===== src/rtl/mem_copy_engine.sv =====
// ---------------------------------------------------------------------------
// mem_copy_engine
//   Byte-wide memory copy / fill engine driving a single-port data memory
//   with combinational read data. One accepted start performs either an
//   ascending read-then-write copy of i_len bytes from i_srcAddr to
//   i_dstAddr, or a fill of i_len bytes at i_dstAddr with i_fillValue.
//   All pointer and checksum arithmetic wraps modulo 256.
//
// Ports
//   i_clk             rising-edge clock
//   i_resetN          synchronous active-low reset
//   i_start           request pulse, only sampled in IDLE
//   i_mode            0 = copy, 1 = fill
//   i_srcAddr         first source byte address (copy)
//   i_dstAddr         first destination byte address
//   i_len             byte count, 0 = no transfer
//   i_fillValue       fill byte (fill)
//   i_memReadData     combinational read data at o_memAddr
//   o_memAddr         data-memory address
//   o_memWriteData    data-memory write data
//   o_memWriteEnable  data-memory write strobe
//   o_busy            high in READ, WRITE and FILL
//   o_done            one-cycle completion pulse
//   o_checksum        mod-256 sum of bytes moved by the last operation
// ---------------------------------------------------------------------------
module mem_copy_engine (
    input  logic       i_clk,
    input  logic       i_resetN,
    input  logic       i_start,
    input  logic       i_mode,
    input  logic [7:0] i_srcAddr,
    input  logic [7:0] i_dstAddr,
    input  logic [7:0] i_len,
    input  logic [7:0] i_fillValue,
    input  logic [7:0] i_memReadData,
    output logic [7:0] o_memAddr,
    output logic [7:0] o_memWriteData,
    output logic       o_memWriteEnable,
    output logic       o_busy,
    output logic       o_done,
    output logic [7:0] o_checksum
);

    typedef enum logic [2:0] {
        S_IDLE,
        S_READ,
        S_WRITE,
        S_FILL,
        S_DONE
    } state_t;

    state_t     r_state;
    state_t     w_nextState;

    logic [7:0] r_srcPtr;
    logic [7:0] r_dstPtr;
    logic [7:0] r_remaining;
    logic       r_mode;
    logic [7:0] r_fill;
    logic [7:0] r_hold;
    logic [7:0] r_checksum;

    logic [7:0] w_memAddr;
    logic [7:0] w_memWriteData;
    logic       w_memWriteEnable;
    logic       w_busy;
    logic       w_done;
    logic       w_lastByte;

    assign w_lastByte = (r_remaining == 8'd1);

    // State register
    always_ff @(posedge i_clk) begin
        if (!i_resetN) begin
            r_state <= S_IDLE;
        end else begin
            r_state <= w_nextState;
        end
    end

    // Next-state and output decode
    always_comb begin
        w_nextState      = r_state;
        w_memAddr        = '0;
        w_memWriteData   = '0;
        w_memWriteEnable = 1'b0;
        w_busy           = 1'b0;
        w_done           = 1'b0;

        unique case (r_state)
            S_IDLE: begin
                if (i_start) begin
                    if (i_len == 8'd0) begin
                        w_nextState = S_DONE;
                    end else if (i_mode) begin
                        w_nextState = S_FILL;
                    end else begin
                        w_nextState = S_READ;
                    end
                end
            end
            S_READ: begin
                w_busy      = 1'b1;
                w_memAddr   = r_srcPtr;
                w_nextState = S_WRITE;
            end
            S_WRITE, S_FILL: begin
                // Both write states share the data mux; the latched mode
                // picks the held read byte or the fill byte.
                w_busy           = 1'b1;
                w_memAddr        = r_dstPtr;
                w_memWriteData   = r_mode ? r_fill : r_hold;
                w_memWriteEnable = 1'b1;
                if (w_lastByte) begin
                    w_nextState = S_DONE;
                end else if (r_state == S_WRITE) begin
                    w_nextState = S_READ;
                end else begin
                    w_nextState = S_FILL;
                end
            end
            S_DONE: begin
                w_done      = 1'b1;
                w_nextState = S_IDLE;
            end
            default: begin
                w_nextState = S_IDLE;
            end
        endcase
    end

    // Datapath registers
    always_ff @(posedge i_clk) begin
        if (!i_resetN) begin
            r_srcPtr    <= '0;
            r_dstPtr    <= '0;
            r_remaining <= '0;
            r_mode      <= 1'b0;
            r_fill      <= '0;
            r_hold      <= '0;
            r_checksum  <= '0;
        end else begin
            unique case (r_state)
                S_IDLE: begin
                    if (i_start) begin
                        r_srcPtr    <= i_srcAddr;
                        r_dstPtr    <= i_dstAddr;
                        r_remaining <= i_len;
                        r_mode      <= i_mode;
                        r_fill      <= i_fillValue;
                        r_checksum  <= '0;
                    end
                end
                S_READ: begin
                    r_hold     <= i_memReadData;
                    r_checksum <= r_checksum + i_memReadData;
                end
                S_WRITE: begin
                    r_srcPtr    <= r_srcPtr + 8'd1;
                    r_dstPtr    <= r_dstPtr + 8'd1;
                    r_remaining <= r_remaining - 8'd1;
                end
                S_FILL: begin
                    r_checksum  <= r_checksum + r_fill;
                    r_dstPtr    <= r_dstPtr + 8'd1;
                    r_remaining <= r_remaining - 8'd1;
                end
                default: begin
                end
            endcase
        end
    end

    // The strobe is qualified by reset so an abort in a write state
    // cannot commit a byte on the resetting edge.
    assign o_memAddr        = w_memAddr;
    assign o_memWriteData   = w_memWriteData;
    assign o_memWriteEnable = w_memWriteEnable & i_resetN;
    assign o_busy           = w_busy;
    assign o_done           = w_done;
    assign o_checksum       = r_checksum;

endmodule


===== config.mk =====
export PLATFORM = sky130hd
export DESIGN_NAME = mem_copy_engine
export DESIGN_NICKNAME = d
export VERILOG_FILES = /design/src/rtl/mem_copy_engine.sv
export SDC_FILE = /design/constraint.sdc
export NUM_CORES = 1
export LEC_CHECK = 0
export CAP_MARGIN = 20
export CORE_MARGIN = 2
export CORE_UTILIZATION = 45
export DETAILED_ROUTE_END_ITERATION = 16
export GPL_TIMING_DRIVEN = 0
export HOLD_SLACK_MARGIN = 0.06
export PLACE_DENSITY = 0.77
export SKIP_CTS_REPAIR_TIMING = 1
export SYNTH_ARGS = -nofsm -noshare
export SYNTH_HDL_FRONTEND = slang
export SYNTH_SLANG_ARGS = --single-unit

===== constraint.sdc =====
create_clock -name i_clk -period 2.2 [get_ports i_clk]
set_clock_uncertainty 0.05 [all_clocks]
set_input_delay 0.44 -clock i_clk [delete_from_list [all_inputs] [get_ports i_clk]]
set_output_delay 0.44 -clock i_clk [all_outputs]
set_load 0.005 [all_outputs]

# ---- Word-level counts from Yosys, hierarchy flattened
# Index checks and enable logic that the tools add are counted.
dict set report op_classes {
  add_sub_neg 5
  n_eq_ne 6
  n_mux 20
  n_bitwise 1
  reduce_logical 11
}
# op n
set ops {}
lappend ops {{$pmux W8 S2} 4}
lappend ops {{$mux W8} 6}
lappend ops {{$pmux W8 S3} 1}
lappend ops {{$add A8 B1 Y8 const B} 2}
lappend ops {{$add A8 B8 Y8} 2}
lappend ops {{$mux W3} 3}
lappend ops {{$pmux W3 S3} 1}
lappend ops {{$eq A8 B1 Y1 const B} 1}
lappend ops {{$logic_not A8 Y1} 1}
lappend ops {{$reduce_and A2 Y1} 4}
lappend ops {{$sub A8 B1 Y8 const B} 1}
lappend ops {{$eq A3 B2 Y1 const B} 2}
lappend ops {{$mux W2} 2}
lappend ops {{$reduce_bool A2 Y1} 2}
lappend ops {{$eq A3 B1 Y1 const B} 1}
lappend ops {{$eq A3 B3 Y1 const B} 1}
lappend ops {{$logic_not A3 Y1} 1}
lappend ops {{$mux W1} 3}
lappend ops {{$reduce_bool A3 Y1} 1}
lappend ops {{$reduce_or A3 Y1} 1}
lappend ops {{$ne A2 B2 Y1 const B} 1}
lappend ops {{$reduce_or A2 Y1} 1}
lappend ops {{$and A1 B1 Y1} 1}
dict set report totals {
  regBits 52
  inputBits 44
}

# ---- Depth between registers and ports, before layout
dict set report depth {
  ltp_word 4
  depth_mapped 11
}

# ---- Least setup slack after synthesis
# No wires, ideal clock.
dict set report synth_timing {
  kind {flip-flop to flip-flop}
  from {register r_state[1]}
  to {register r_checksum[6] (netlist: o_checksum[6])}
  t_arrival_ps 2190
  setup_slack_ps -127
  path_stages_with_launch 12
  path_buffers 1
  path_cell_list {dfxtp_1 -> buf_4 -> nand3b_4 -> mux2_2 -> ha_1 -> inv_1 -> fa_1 -> nor2b_1 -> o21a_1 -> o211ai_1 -> and4_1 -> o31ai_1}
}
dict set report synth_via {
  elab_chain_cells 3
}
# element line_no
set synth_lines {}
lappend synth_lines {{start, declared} 52} ;# state_t r_state;
lappend synth_lines {{start signal, assigned} 77} ;# r_state <= w_nextState;
lappend synth_lines {{$eq A3 B2 Y1 (tied with other cells)} 143} ;# unique case (r_state)
lappend synth_lines {{$reduce_bool A3 Y1 (no source line) / $ne A2 B2 Y1 (equally long branches)} n/a}
lappend synth_lines {{$reduce_and A2 Y1 (no source line)} n/a}
lappend synth_lines {{end signal, assigned} 156} ;# r_checksum <= r_checksum + i_memReadData;
lappend synth_lines {{end signal, assigned} 164} ;# r_checksum <= r_checksum + r_fill;
lappend synth_lines {{end, declared} 61} ;# logic [7:0] r_checksum;
# Parallel ways exist; a longest one is shown, timed or not.
# A chain may end at the register's enable or synchronous reset.

# ---- Worst setup path after layout
dict set report layout_timing {
  from {register r_state[1]}
  to {register r_checksum[4] (netlist: o_checksum[4])}
}
# Same word-level chain as after synthesis.

==> summary.txt <==
Run status
  • Failing checks: setup timing
  • Outcome: finished with violations

Clock network
  • H-Tree Depth: 2
  • Max Root-Sink Buffers: 2
  • CTS root buffer: clkbuf_8
  • Clk sinks: 52
  • Clock transition at the registers of the reported paths: 0.10 ns
  • Worst-skew pair later-pin latency: 0.31 ns
  • CTS tree: yes
  • Total CTS buffers: 5

Pwr
  • Internal power: 1910 uW
  • Seq pwr share: 41.1%
  • Net Sw Frac: 34.0%
  • Net switching power: 985 uW
  • Maximum VDD drop: 0.396 mV
  • Lkg Pwr: 0.00178 uW
  • Clock power share: 23.2%
  • Pwr/cell area: 695 nW/um^2
  • Gate power share: 35.7%

Critical path
  • WP data required: 2.35 ns
  • CP Cell Sequence: buf_8 -> nand3b_4 -> mux2_4 -> ha_4 -> inv_2 -> fa_2 -> nor2b_1 -> o21a_1 -> or3_1 -> a32oi_1 -> nor2_1
  • WS Path Type: reg -> reg
  • Crit-path slowest cell: dfxtp_4
  • RR Endpoint: o_checksum[4]
  • Crit. End Element: flip-flop
  • FF-to-FF Start: r_state[1]
  • Startpoint types: flip-flop
  • Crit path largest cell delay: 0.38 ns
  • WP data arrival: 2.49 ns
  • Worst-path maximum fanout: 5
  • R2R setup slack: -0.14 ns
  • Cells on worst reg2reg path: 11

Timing
  • Final Hold Fails: 0
  • Min Tclk post-route: 2.34 ns
  • Worst slew pin tran: 0.689 ns
  • RSZ-0062 raised after global routing: yes
  • Final hold slack: 0.413 ns
  • Fmax: 427 MHz
  • Pins Over Slew Limit: 0
  • Rel. slew slack: 54.0%
  • Final setup vio count: 4
  • Total negative setup slack: -0.307 ns
  • Fin worst setup slack: -0.141 ns
  • Final period util: 106%

Placed design
  • Dpl hpwl: 6.17 mm
  • Routability cong.: 0.845
  • I/O Buffers: 69
  • Post-Place Cells: 517

Route
  • Via count: 3132
  • Wire per inst: 16.8 um
  • Antenna Violating Nets Remaining: 0
  • DRT Wirelength: 9.08 mm
  • Via density: 5.80
  • DRT iter0 DRCs: 189
  • TritonRoute pass-1 iters: 5
  • Remaining DRCs: 0

Flow run
  • Max cap viols: 0

Min path
  • HP Class: reg -> reg
  • Worst hold stages: 2
  • Hold Startpoint: r_hold[7]
  • Hold endpoint: r_hold[7]

Yosys
  • Most used DFF post-synth: dfxtp_1
  • Synth Cell Area: 2930 um^2
  • Flops & latches, synth: 52
  • EDFF count, synth: 0
  • Syn Nets: 427
  • Warnings from Yosys: 0
  • Top cell type by total area after synthesis: dfxtp_1
  • Ranking of synthesized cells by area: dfxtp_1 36%, a21oi_1 8.9%, nand2_1 7.0%, nor2_1 5.1%, ha_1 4.7%
  • Netlist cell types: 54
  • Mean area per synthesized cell: 7.90 um^2
  • Share of Yosys cell area claimed by the top area cell type: 35.5%
  • Async set-reset flop share out of synthesis: 0%
  • Register area share after synthesis: 35.5%
  • Post-synthesis cell count: 371

Global route
  • First-pass GRT wire length: 13.7 mm
  • Total grt overflow: 0
  • Gr usage total: 23.5%
  • Initial antenna violation count: 0
  • Pin count of the biggest net entering global routing: 16
  • Vias in the first global route: 2883

Layout
  • Final #Nets: 518
  • Ratio of cells with drive above 1 in the final layout: 18.8%
  • Non-filler cells, final: 540
  • Fill cell count: 550
  • Antenna diodes: 0
  • Layout area overhead: 42.1%

Die
  • Die ar.: 7170 um^2
  • Die Y: 84.7 um
  • Starting Density: 46.4%
  • Core footprint: 6310 um^2
  • Die Width: 84.7 um
  • Row Count: 29
  • I/O pins: 71
logic make-up (layout without fill, tap and decap cells):
logic type | after synthesis | after routing | share of synthesized area, %
AO/OA/AOI/OAI | 108 | 108 | 22.5
multiplexers | 16 | 16 | 5.77
AND/OR/NAND/NOR | 147 | 147 | 24.6
buffers and inverters | 31 | 123 | 4.70
adder cells (fa/ha/maj) | 12 | 12 | 5.38
XOR/XNOR | 5 | 5 | 1.50
flip-flops | 52 | 52 | 35.5
final cells by class:
class	instances	area (um^2)	share of cell area, %
plain buffers	19	146	3.52
clock buffers	6	72.6	1.74
clock inverters	2	35.0	0.842
inverters	10	41.3	0.992
multi-input cells	288	1880	45.3
flip-flops and latches	52	1050	25.1
well taps	77	96.3	2.31
repair buffers	86	841	20.2
synth_stat cells, types with 4 or more instances:
| master | count |
|---|---|
| a21oi_1 | 52 |
| a22o_1 | 5 |
| a22oi_1 | 6 |
| and3_1 | 4 |
| buf_2 | 8 |
| clkbuf_1 | 9 |
| dfxtp_1 | 52 |
| ha_1 | 11 |
| inv_1 | 9 |
| mux2_2 | 7 |
| mux2i_1 | 9 |
| nand2_1 | 55 |
| nand3_1 | 13 |
| nor2_1 | 40 |
| nor2b_1 | 5 |
| nor3_1 | 9 |
| o211ai_1 | 6 |
| o21ai_0 | 14 |
registers in the layout, indices dropped and copies added, names as in the netlist:
register     count
r_mode           1
r_state          3
r_hold           8
r_srcPtr         8
r_fill           8
r_dstPtr         8
r_remaining      8
o_checksum       8
layer usage:
layer,GRT usage [%],share of wire (%),wire length [um],vias to the layer above
met5,0,0,0,-
met4,6.78,1.4,127,0
met3,3.54,5.3,477,13
met2,38.6,50,4520,110
met1,32.1,44,3950,1504
li1,-,-,-,1505
how the worst max path moves through the flow:
stage | endpoint | from | slack (ns) | cells past startpoint
after global placement | o_memWriteEnable | i_resetN | -0.59 | 5
after CTS | o_memAddr[2] | r_state[2] | -0.88 | 7
after floorplan | o_checksum[4] | r_state[1] | -0.04 | 11
final | o_checksum[4] | r_state[1] | -0.14 | 11
after global routing | o_checksum[6] | r_state[1] | -0.23 | 11
after detailed placement | o_memWriteEnable | i_resetN | -0.62 | 5
cell usage in the layout, fill, tap and decap left out, drive strengths merged, types with 2 or more instances in the layout:
cell type,synthesis,routed
nor4,2,2
a22oi,6,6
dfxtp,52,52
a21o,3,3
buf,12,31
clkbuf,9,18
o21a,2,2
a31oi,3,3
o211ai,6,6
xor2,3,3
mux2i,9,9
inv,9,9
nor2b,5,5
nor2,41,41
nor3,9,9
o21ai,15,15
mux2,7,7
a21oi,53,53
and4,2,2
a32oi,2,2
or3,3,3
or4,4,4
a22o,5,5
xnor2,2,2
nand2,55,55
nand3,13,13
and3,4,4
ha,11,11
dlymetal6s2s,0,10
nand2b,3,3
o221ai,3,3
nor4b,2,2
o22ai,2,2
clkdlybuf4s50,0,52
through the flow:
step / total power [uW] / utilization, % / cell area [um^2] / setup WS, ns
6_report: 2890 / 65.9 / 4160 / -0.141
3_5_place_dp: 2070 / 59.3 / 3740 / -0.624
4_1_cts: 2730 / 61.0 / 3850 / -0.877
2_1_floorplan: 1740 / - / 2960 / -0.0430
5_1_grt: 3040 / 65.9 / 4160 / -0.229
3_3_place_gp: 2050 / 59.3 / 3740 / -0.595
worst max-delay path, delay by kind of cell, from the launching register on:
kind	cells	cell delay [ns]
adders and majority gates	2	0.36
AOI/OAI and AO/OA	2	0.40
muxes	1	0.34
and+or+nand+nor	4	0.54
DFF	1	0.38
buffers and inverters	2	0.17
power by group through the flow:
stage	clock, uW	sequential, uW	combinational (uW)
after global placement	0	1180	865
after CTS	670	1170	889
after global routing	707	1200	1130
after detailed placement	0	1190	883
after floorplan	0	1160	575
final	671	1190	1030
(Power assumes the default switching activity.)
